<file path="src/rtl/piso_shift_controller_pkg.sv">
// Shared types and helpers for the PISO shift-register sequencer.
package piso_pkg;

  typedef enum logic [1:0] {
    IDLE  = 2'd0,
    LOAD  = 2'd1,
    SHIFT = 2'd2,
    DONE  = 2'd3
  } state_t;

  localparam int unsigned PISO_WIDTH_DEF = 8;

  // True when data bits plus parity bit hold an odd number of ones.
  function automatic logic odd_parity_ok(input logic [63:0] data, input logic par_bit);
    return (^data) ^ par_bit;
  endfunction

endpackage

</file>
<file path="src/rtl/piso_bit_counter.sv">
// Bit counter with synchronous clear, enable and terminal count at a programmable limit.
module piso_bit_counter #(
  parameter int unsigned CNT_W = 3
) (
  input  logic             clk,
  input  logic             rst,
  input  logic             clr,
  input  logic             en,
  input  logic [CNT_W-1:0] limit,
  output logic [CNT_W-1:0] cnt,
  output logic             tc
);

  always_ff @(posedge clk) begin
    if (rst || clr) begin
      cnt <= '0;
    end else if (en) begin
      cnt <= cnt + CNT_W'(1);
    end
  end

  assign tc = (cnt == limit);

endmodule

</file>
<file path="src/rtl/piso_shift_controller.sv">
// Sequencer that parallel-loads a PISO register, shifts it out and reassembles the word.
// Optional odd-parity check on an extra serial bit is enabled with `define PISO_PARITY_EN.
module piso_shift_controller
  import piso_pkg::*;
#(
  parameter int unsigned WIDTH = PISO_WIDTH_DEF,
  parameter int unsigned CNT_W = $clog2(WIDTH)
) (
  input  logic             cp,
  input  logic             mr,
  input  logic             start,
  output logic             busy,
  output logic             pl_n,
  output logic             cp_inh,
  input  logic             q_in,
  output logic [WIDTH-1:0] data_out,
  output logic             valid,
  input  logic             ready
`ifdef PISO_PARITY_EN
  ,
  output logic             parity_err
`endif
);

  if (WIDTH < 2) begin : g_width_check
    $error("piso_shift_controller: WIDTH must be at least 2");
  end

`ifdef PISO_PARITY_EN
  localparam int unsigned LAST = WIDTH;
  localparam int unsigned CW   = $clog2(WIDTH + 1);
  localparam int unsigned SR_W = WIDTH;
`else
  localparam int unsigned LAST = WIDTH - 1;
  localparam int unsigned CW   = CNT_W;
  localparam int unsigned SR_W = WIDTH - 1;
`endif

  state_t          state, state_next;
  logic [CW-1:0]   cnt;
  logic            tc;
  logic [SR_W-1:0] shreg;

  piso_bit_counter #(
    .CNT_W (CW)
  ) u_bit_counter (
    .clk   (cp),
    .rst   (mr),
    .clr   (state == LOAD),
    .en    (state == SHIFT),
    .limit (CW'(LAST)),
    .cnt   (cnt),
    .tc    (tc)
  );

  always_ff @(posedge cp) begin
    if (mr) begin
      state <= IDLE;
    end else begin
      state <= state_next;
    end
  end

  always_comb begin
    state_next = state;
    unique case (state)
      IDLE:  if (start) state_next = LOAD;
      LOAD:  state_next = SHIFT;
      SHIFT: if (tc) state_next = DONE;
      DONE:  if (ready) state_next = start ? LOAD : IDLE;
      default: state_next = IDLE;
    endcase
  end

  assign busy   = (state != IDLE);
  assign pl_n   = (state != LOAD);
  assign valid  = (state == DONE);
  // The register stops shifting on the final SHIFT cycle so Q keeps its last bit.
  assign cp_inh = !((state == SHIFT) && (cnt < CW'(LAST)));

  // The final data bit is taken straight from q_in, so shreg only holds the earlier bits
  // unless a parity bit follows the data.
  always_ff @(posedge cp) begin
    if (mr) begin
      shreg    <= '0;
      data_out <= '0;
`ifdef PISO_PARITY_EN
      parity_err <= 1'b0;
`endif
    end else begin
      if (state == SHIFT) begin
        shreg <= SR_W'({shreg, q_in});
        if (tc) begin
`ifdef PISO_PARITY_EN
          data_out   <= shreg;
          parity_err <= !odd_parity_ok(64'(shreg), q_in);
`else
          data_out <= {shreg, q_in};
`endif
        end
      end
`ifdef PISO_PARITY_EN
      if (state == DONE && ready) begin
        parity_err <= 1'b0;
      end
`endif
    end
  end

endmodule

</file>
<file path="config.mk">
export PLATFORM = sky130hd
export DESIGN_NAME = piso_shift_controller
export DESIGN_NICKNAME = d
export VERILOG_FILES = /design/src/rtl/piso_shift_controller_pkg.sv /design/src/rtl/piso_bit_counter.sv /design/src/rtl/piso_shift_controller.sv
export SDC_FILE = /design/constraint.sdc
export NUM_CORES = 1
export LEC_CHECK = 0
export CAP_MARGIN = 20
export CORE_ASPECT_RATIO = 0.8
export CORE_MARGIN = 1.5
export CORE_UTILIZATION = 45
export DETAILED_ROUTE_END_ITERATION = 8
export PLACE_DENSITY = 0.78
export SLEW_MARGIN = 20
export SYNTH_ARGS = -nofsm -noshare
export SYNTH_HDL_FRONTEND = slang
export SYNTH_HIERARCHICAL = 1
export SYNTH_SLANG_ARGS = --single-unit
</file>
<file path="constraint.sdc">
create_clock -name cp -period 1.4 [get_ports cp]
set_input_delay 0.42 -clock cp [delete_from_list [all_inputs] [get_ports cp]]
set_output_delay 0.42 -clock cp [all_outputs]
set_load 0.005 [all_outputs]
</file>
==> flow_metrics.env <==
export IMPL_postCtsHoldBufs=0
export IMPL_arrival_ps=1220
export IMPL_multi_input_area_um2=593
export IMPL_final_cell_mix="buf_4, dfxtp_2, nand3_1, a21oi_1"
export IMPL_synth_area_top_cells="dfxtp_1, mux2i_1, ha_1, a21oi_1, nand3_1"
export IMPL_yosys_area_top_type="dfxtp_1"
export IMPL_reg2reg_slack_ps=-180
export IMPL_clockBufferDepth=2
export IMPL_synth_top_area_share_pct=43.0
export IMPL_ys_seq_area_share_pct=43.0
export IMPL_die_x_um=53.9
export IMPL_endpoint_kind="output port"
export IMPL_route_vias_total=839
export IMPL_p_leak_nw=0.579
export IMPL_hold_violations=0
export IMPL_drc=0
export IMPL_grt_pass1_wl_um=3640
export IMPL_die_area_um2=2360
export IMPL_p_sw_share_pct=33.8
export IMPL_vdd_drop_max_v=0.00113
export IMPL_grt_pass1_vias=818
export IMPL_cts_buffers_inserted=3
export IMPL_synth_cell_types=27
export IMPL_grt_max_degree=23
export IMPL_path_cells="buf_6, inv_6, buf_12, ha_4, nand2_2, buf_6"
export IMPL_grt_use_total_pct=21.8
export IMPL_core_area_um2=1910
export IMPL_synth_seq_cells=20
export IMPL_grt_setup_unrepaired="yes"
export IMPL_seq_area_um2=424
export IMPL_die_h_um=43.7
export IMPL_diodes=0
export IMPL_drt_iter0_markers=8
export IMPL_final_common_cell="buf_4"
export IMPL_p_switching_uw=788
export IMPL_routabilityCongestion=0.938
export IMPL_port_buffers=16
export IMPL_insertion_delay_ps=310
export IMPL_drive_above_1_share_pct=41.2
export IMPL_stdcell_count=160
export IMPL_maxCapViolCount=0
export IMPL_path_common_cell="buf_6"
export IMPL_routed_via_density=5.24
export IMPL_final_util_pct=75.4
export IMPL_intPower_mw=1.54
export IMPL_path_clk_slew_ps=120
export IMPL_status="complete, but fails checks"
export IMPL_cp_data_required_time_ps=980
export IMPL_clkSinkCount=20
export IMPL_antenna_found_initial=0
export IMPL_dr_pass1_iters=4
export IMPL_violations="negative setup slack"
export IMPL_fillCellCount=133
export IMPL_power_density_nw_per_um2=1620
export IMPL_p_seq_share_pct=29.5
export IMPL_wl_um=2300
export IMPL_final_nets=148
export IMPL_skew_ps=8.65
export IMPL_cts_tree="done"
export IMPL_period_needed_ps=1640
export IMPL_detail_route_antenna_nets=0
export IMPL_htree_num_levels=1
export IMPL_criticalPathCategory="reg2out"
export IMPL_rows=14
export IMPL_critPathSlowestCell="dfxtp_2"
export IMPL_yosys_warnings=6
export IMPL_hpwl_um=1460
export IMPL_synth_area_um2=932
export IMPL_io_pins=17
export IMPL_syn2layout_area_growth_pct=54.5
export IMPL_synth_area_per_cell_um2=9.23
export IMPL_power_frac_comb_pct=50.3
export IMPL_dpl_cell_count=151
export IMPL_fin_ws_ps=-236
export IMPL_slowest_delay_ps=350
export IMPL_finalCritPeriodShare_pct=117
export IMPL_slew_viol_final=0
export IMPL_clock_fmax_mhz=611
export IMPL_hold_class="reg2reg"
export IMPL_pwr_share_clk_pct=20.2
export IMPL_clockRootBuffer="clkbuf_4"
export IMPL_postSynthCellCount=101
export IMPL_setup_viol=6
export IMPL_startpoint_type="flop"
export IMPL_initial_core_util_pct=48.8
export IMPL_crit_path_max_fanout=3
export IMPL_avgRoutedWirePerCell_um=14.4
export IMPL_grt_ovfl_total=0
-- kinds of logic (layout without fill, tap and decap cells) --
kind of cell	Yosys count	in the layout	synth area share, %
other	1	3	0.402
AO/OA/AOI/OAI	15	15	11.4
multiplexers	8	8	8.59
XOR/XNOR	4	4	3.76
adder cells (fa/ha/maj)	6	6	8.05
AND/OR/NAND/NOR	38	38	19.5
buffers and inverters	9	42	5.37
flip-flops	20	20	43.0
-- power groups by stage --
stage | sequential (mW) | clock (mW) | combinational [mW]
2_1_floorplan | 0.672 | 0 | 0.488
3_3_place_gp | 0.667 | 0 | 0.802
3_5_place_dp | 0.674 | 0 | 0.826
4_1_cts | 0.676 | 0.481 | 1.03
5_1_grt | 0.692 | 0.513 | 1.26
6_report | 0.687 | 0.471 | 1.17
-- layer usage --
layer | up-vias | track usage, % | routed length (um)
met4 | 0 | 3.08 | 14
li1 | 414 | - | -
met1 | 398 | 27.3 | 967
met5 | - | 0 | 0
met3 | 3 | 7.24 | 98
met2 | 24 | 37.1 | 1220
-- Yosys cell counts --
cell and instances:
nor3_1 4, nor2b_1 2, and2b_1 1, ha_1 6, nand2_1 10, buf_4 2
nand2b_1 3, a21oi_1 9, buf_6 1, clkbuf_1 1, dfxtp_1 20, nor2_1 7
o2111ai_1 1, nand4_1 1, conb_1 1, buf_2 1, nand3b_1 1, xor2_1 3
nand3_1 9, xnor2_1 1, a21bo_1 1, inv_1 4, a221oi_2 1, a211oi_2 1
o31ai_1 1, a211oi_1 1, mux2i_1 8
-- metrics by stage --
step                instance area (um^2)  hold slack (ps)  worst slack, ps  power [mW]  TNS (ps)
floorplan                            952              453             13.8        1.16         0
global placement                    1220              443             -194        1.47     -1380
detailed placement                  1220              446             -214        1.50     -1370
CTS                                 1370              458             -233        2.19     -1280
global route                        1440              487             -296        2.47     -1560
finish                              1440              459             -236        2.33      -954
-- final timing paths --
path	start	to	cells past startpoint
hold reg to reg	data_out[3]	data_out[3]	2
hold / removal	data_out[3]	data_out[3]	2
setup / recovery	state[0]	cp_inh	6
setup reg to reg	state[0]	state[0]	8
-- critical path, delay by kind of cell, from the launching register on --
family	cells	cell delay, ps
adders and majority gates	1	150
buffers and inverters	4	350
DFF	1	350
and+or+nand+nor	1	60
-- cell type report --
cell class,count,share of cell area (%)
repair buffers,34,22.2
inverters,4,1.39
clock inverters,1,2.09
multi-input cells,74,41.2
well taps,24,2.09
flip-flops and latches,20,29.5
clock buffers,3,1.56
-- sequential cells by signal, indices dropped and copies added (netlist names) --
register	cells
data_out	8
shreg	7
u_bit_counter/cnt	3
state	2
-- timing repair --
item                       4_1_cts  5_1_grt
setup endpoints to repair       22       24
gates resized for setup         51       15
buffers inserted                 6        0
cloned                           0        0
pin swaps                        3        1
Note: power is estimated with default switching activity, not from simulation.
